### config.mk
export PLATFORM = sky130hd
export DESIGN_NAME = iob_fifo_wptr_ctrl
export DESIGN_NICKNAME = d
export VERILOG_FILES = /design/src/rtl/iob_fifo_wptr_ctrl.sv
export SDC_FILE = /design/constraint.sdc
export NUM_CORES = 1
export LEC_CHECK = 0
export CAP_MARGIN = 10
export CELL_PAD_IN_SITES_DETAIL_PLACEMENT = 1
export CELL_PAD_IN_SITES_GLOBAL_PLACEMENT = 1
export CORE_MARGIN = 4
export CORE_UTILIZATION = 39
export CTS_CLUSTER_DIAMETER = 150
export DETAILED_ROUTE_END_ITERATION = 10
export GPL_TIMING_DRIVEN = 0
export PLACE_DENSITY_LB_ADDON = 0.2
export SLEW_MARGIN = 20
export SYNTH_ARGS = -nofsm -noshare
export SYNTH_HDL_FRONTEND = slang
export SYNTH_SLANG_ARGS = --single-unit
### constraint.sdc
create_clock -name clk_i -period 3.83 [get_ports clk_i]
set_clock_uncertainty 0.1 [all_clocks]
set_input_delay 0.766 -clock clk_i [delete_from_list [all_inputs] [get_ports clk_i]]
set_output_delay 0.766 -clock clk_i [all_outputs]
set_load 0.02 [all_outputs]
### src/rtl/iob_fifo_wptr_ctrl.sv
// Write-side pointer and flag controller for an async FIFO.
// Keeps binary and Gray write pointers, and derives full/level/almost-full against a synchronized Gray read pointer.
module iob_fifo_wptr_ctrl #(
    parameter int unsigned ADDR_W    = 4,
    parameter int unsigned AFULL_LVL = (1 << ADDR_W) - 1
) (
    input  logic              clk_i,
    input  logic              cke_i,
    input  logic              rst_i,
    input  logic              w_en_i,
    input  logic [ADDR_W:0]   r_gray_i,
    output logic              w_accept_o,
    output logic [ADDR_W-1:0] w_addr_o,
    output logic [ADDR_W:0]   w_gray_o,
    output logic              full_o,
    output logic              almost_full_o,
    output logic [ADDR_W:0]   level_o,
    output logic              overflow_o
);

    localparam logic [ADDR_W:0] AFULL_V = (ADDR_W + 1)'(AFULL_LVL);

    logic [ADDR_W:0] w_bin_q, w_bin_d;
    logic [ADDR_W:0] w_gray_q, w_gray_d;
    logic [ADDR_W:0] level_q, level_d;
    logic            full_q, full_d;
    logic            afull_q, afull_d;
    logic            ovf_q, ovf_d;
    logic [ADDR_W:0] w_bin_inc;
    logic [ADDR_W:0] r_bin;
    logic [ADDR_W:0] full_cmp;
    logic            accept;

    assign accept    = w_en_i & ~full_q & cke_i;
    assign w_bin_inc = w_bin_q + 1'b1;

    always_comb begin
        r_bin         = '0;
        r_bin[ADDR_W] = r_gray_i[ADDR_W];
        for (int i = int'(ADDR_W) - 1; i >= 0; i--) begin
            r_bin[i] = r_bin[i+1] ^ r_gray_i[i];
        end
    end

    // Full when the write pointer is exactly one lap ahead: top two Gray bits inverted, rest equal.
    generate
        if (ADDR_W == 1) begin : g_cmp_narrow
            assign full_cmp = ~r_gray_i;
        end else begin : g_cmp_wide
            assign full_cmp = {~r_gray_i[ADDR_W:ADDR_W-1], r_gray_i[ADDR_W-2:0]};
        end
    endgenerate

    always_comb begin
        w_bin_d  = w_bin_q;
        w_gray_d = w_gray_q;
        if (accept) begin
            w_bin_d  = w_bin_inc;
            w_gray_d = w_bin_inc ^ (w_bin_inc >> 1);
        end
        level_d = w_bin_d - r_bin;
        full_d  = (w_gray_d == full_cmp);
        afull_d = (level_d >= AFULL_V);
        ovf_d   = ovf_q | (w_en_i & full_q);
    end

    always_ff @(posedge clk_i) begin
        if (cke_i) begin
            if (rst_i) begin
                w_bin_q  <= '0;
                w_gray_q <= '0;
                level_q  <= '0;
                full_q   <= 1'b0;
                afull_q  <= 1'b0;
                ovf_q    <= 1'b0;
            end else begin
                w_bin_q  <= w_bin_d;
                w_gray_q <= w_gray_d;
                level_q  <= level_d;
                full_q   <= full_d;
                afull_q  <= afull_d;
                ovf_q    <= ovf_d;
            end
        end
    end

    assign w_accept_o    = accept;
    assign w_addr_o      = w_bin_q[ADDR_W-1:0];
    assign w_gray_o      = w_gray_q;
    assign full_o        = full_q;
    assign almost_full_o = afull_q;
    assign level_o       = level_q;
    assign overflow_o    = ovf_q;

endmodule

==> impl_metrics.py, run 1 <==
metrics = {
    "hold_path": {
        "min_from": "overflow_o$_SDFFCE_PP0P_",
        "min_path_cells": 2,
        "hold_path.class": "reg2reg",
        "worst_hold_path.endpoint": "overflow_o$_SDFFCE_PP0P_",
    },
    "setup_path": {
        "crit_type": "in2reg",
        "crit_chain": "clkdlybuf4s50_1 > xnor2_1 > xor2_1 > xor2_1 > xnor2_1 > ha_1 > fa_1 > o21ai_0 > a21oi_1 > xnor3_1 > a22o_1",
        "max_stage_delay_ns": 0.48,
        "r2r_start": "full_o$_SDFFCE_PP0P_",
        "ff2ff_setup_slack_ns": 0.77,
        "crit_family": "XOR/XNOR gates",
        "cp_max_fo": 3,
        "r2r_cells": 11,
        "crit_required_ns": 3.79,
        "crit_path_end_kind": "register",
        "r2r-end": "almost_full_o$_SDFFCE_PP0P_",
        "cp-start-kind": "primary input",
        "worst_ep_arrival_time_ns": 3.53,
        "path_buf_inv": 1,
        "cp_slowest_cell": "clkdlybuf4s50_1",
    },
    "sta": {
        "slew_headroom": 0.668,
        "slew_viol_final": 0,
        "tightestPinTransition_ns": 0.499,
        "fin_crit_sh": 0.930,
        "hold_violations": 0,
        "fmax_mhz": 281,
        "setup_viol": 0,
        "finalSetupTns_ns": 0,
        "whs_ns": 0.504,
        "finalCriticalPeriod_ns": 3.56,
        "rsz0062_at_grt": "no",
    },
    "routing": {
        "finalWirelength_mm": 2.58,
        "drc": 0,
        "vias": 826,
        "drtPass1Iterations": 2,
        "wl_per_cell_um": 16.0,
        "drtIter0Drc": 30,
        "vias_per_cell": 5.13,
        "detail-route-antenna-nets": 0,
    },
    "final_layout": {
        "layout-drive-gt1-share": 0.123,
        "regArea_sq_um": 541,
        "finish.utilization": 0.532,
        "fill_cells": 327,
        "final_nets": 147,
        "syn2layout_area_growth_pct": 26.4,
        "multiInputGateArea_sq_um": 584,
        "final_cell_area_sq_mm": 0.00152,
        "n_antenna_cell": 0,
    },
    "power": {
        "p_leak_nw": 0.603,
        "p_clk_frac": 0.174,
        "pwr-share-comb": 0.371,
        "p_sw_frac": 0.314,
        "p_sw_uw": 174,
        "p_seq_frac": 0.456,
        "peakVddDrop_mv": 0.191,
        "intPower_uw": 380,
        "total_power_uw": 553,
        "power.density_mw_per_mm2": 365,
    },
    "global_route": {
        "antenna_found_initial": 0,
        "grt_pass1_wl_mm": 4.50,
        "grt_overflow": 0,
        "grt_start_max_net_pins": 20,
        "grt_pass1_vias": 942,
        "grtUsageTotal": 0.145,
    },
    "yosys": {
        "synth.area.top_cells": "edfxtp_1 (45%), xor2_1 (7.3%), ha_1 (5.2%)",
        "postSynthAreaPerCell_sq_um": 11.9,
        "syn-cell-area_sq_mm": 0.00120,
        "syn_inst": 101,
        "synth_warnings": 0,
        "yosysTopAreaCell": "edfxtp_1",
        "synth_top_area_share": 0.450,
        "yosysSeqAreaShare": 0.450,
        "synth-edff-count": 18,
        "synth_common_cells": "edfxtp_1 (18), nor2_1 (14), xor2_1 (10)",
        "asyncSetResetFlopFracSynth": 0,
        "ys_ff_latch": 18,
        "synth_cell_types": 33,
        "yosysMostFrequentCell": "edfxtp_1",
        "synth_ff_type": "edfxtp_1",
        "syn-num-nets": 116,
    },
    "placed_design": {
        "portBuffers": 26,
        "placed_area_sq_mm": 0.00150,
        "gp_congestion": 0.788,
        "dpl.hpwl_mm": 2.04,
    },
    "floorplanning": {
        "die_h_um": 63.5,
        "die_x_um": 63.5,
        "core_area_sq_mm": 0.00285,
        "initial_utilization": 0.421,
        "dieArea_sq_mm": 0.00403,
        "io_pins": 27,
        "rows": 19,
    },
    "clock_tree": {
        "cts_made_buffers": 3,
        "cts_buffer_depth": 2,
        "cts_max_level": 1,
        "clock-sinks": 18,
        "cts.clk_slew.worst_paths_ns": 0.10,
        "cts_tree": "yes",
        "cts_root_buf": "clkbuf_4",
        "clock_latency_ns": 0.29,
        "post-cts-setup-buffers": 0,
    },
    "run_status": {
        "status": "finished clean",
    },
    "run": {
        "max-cap-violations": 0,
    },
}
-- repair_timing --
| action | CTS | global route |
|---|---|---|
| endpoints found under the hold margin | 0 | 0 |
| hold buffers | 0 | 0 |
| gates resized for setup | 3 | 2 |
| setup endpoints to repair | 4 | 1 |
-- worst reg2reg max path: cells and delay by family (launching register included) --
family	cells	cell delay, ns
mux	1	0.40
simple gates	4	0.71
buf+inv	3	0.53
fa+ha+maj	1	0.29
compound gates	2	0.38
flops	1	0.41
-- power by group through the flow --
| stage | clock [mW] | combinational [mW] | sequential (mW) |
|---|---|---|---|
| after global routing | 0.111 | 0.228 | 0.255 |
| after global placement | 0 | 0.202 | 0.256 |
| after detailed placement | 0 | 0.208 | 0.257 |
| after CTS | 0.101 | 0.209 | 0.253 |
| final | 0.0961 | 0.205 | 0.252 |
| after floorplan | 0 | 0.115 | 0.275 |
-- logic make-up after synthesis --
logic type	share of synthesized area
AO/OA/AOI/OAI	0.0699
XOR/XNOR	0.195
adder cells (fa/ha/maj)	0.0688
buffers and inverters	0.0626
flip-flops	0.450
multiplexers	0.0365
AND/OR/NAND/NOR	0.117
-- how the worst max path moves through the flow --
stage	end	startpoint	slack (ns)	cells after the start
after floorplan	almost_full_o$_SDFFCE_PP0P_	r_gray_i[4]	0.71	10
after global placement	almost_full_o$_SDFFCE_PP0P_	cke_i	-0.64	12
after detailed placement	almost_full_o$_SDFFCE_PP0P_	cke_i	-0.77	12
after CTS	almost_full_o$_SDFFCE_PP0P_	cke_i	0.17	12
after global routing	almost_full_o$_SDFFCE_PP0P_	r_gray_i[4]	0.08	11
final	almost_full_o$_SDFFCE_PP0P_	r_gray_i[4]	0.27	11
-- layout by cell type, fill, tap and decap left out, types with 5 or more instances in the layout --
cell type | synthesis | routed
nor2_1 | 14 | 14
buf_4 | 5 | 5
clkdlybuf4s50_1 | 0 | 25
edfxtp_1 | 18 | 18
ha_1 | 5 | 5
xor2_1 | 10 | 10
inv_1 | 6 | 6
xnor2_1 | 7 | 7
-- stage by stage --
stage | setup slack (ns) | std cells
6_report | 0.268 | 161
5_1_grt | 0.0819 | 161
4_1_cts | 0.168 | 161
3_5_place_dp | -0.766 | 158
3_3_place_gp | -0.644 | 158
2_1_floorplan | 0.715 | 101
-- sequential cells by signal, summed over array words and instances (netlist names) --
register and flops:
w_gray_o 5, level_o 5, w_bin_q 5, almost_full_o 1
full_o 1, overflow_o 1
-- cell type report --
type                    count  share of cell area
flip-flops and latches     18               0.356
well taps                  31              0.0256
clock buffers               3              0.0149
repair buffers             26               0.168
multi-input cells          70               0.385
plain buffers               7              0.0347
inverters                   6              0.0149
-- routing by layer --
metal / wire [um] / track usage / vias to the layer above
met1: 1090 / 0.166 / 393
met3: 110 / 0.0320 / 5
met2: 1340 / 0.257 / 21
met5: 0 / 0 / -
li1: - / - / 407
met4: 42 / 0.0647 / 0
Note: power is estimated with default switching activity, not from simulation.
==> run 2, diff against run 1 <==
--- a/config.mk
+++ b/config.mk
@@ -5,7 +5,6 @@
 export SDC_FILE = /design/constraint.sdc
 export NUM_CORES = 1
 export LEC_CHECK = 0
-export CAP_MARGIN = 10
 export CELL_PAD_IN_SITES_DETAIL_PLACEMENT = 1
 export CELL_PAD_IN_SITES_GLOBAL_PLACEMENT = 1
 export CORE_MARGIN = 4
@@ -13,6 +12,7 @@
 export CTS_CLUSTER_DIAMETER = 150
 export DETAILED_ROUTE_END_ITERATION = 10
 export GPL_TIMING_DRIVEN = 0
+export HOLD_SLACK_MARGIN = 0.03
 export PLACE_DENSITY_LB_ADDON = 0.2
 export SLEW_MARGIN = 20
 export SYNTH_ARGS = -nofsm -noshare
==> results of run 2 <==
No change in the layout: final DEF, timing and power equal those of run 1.
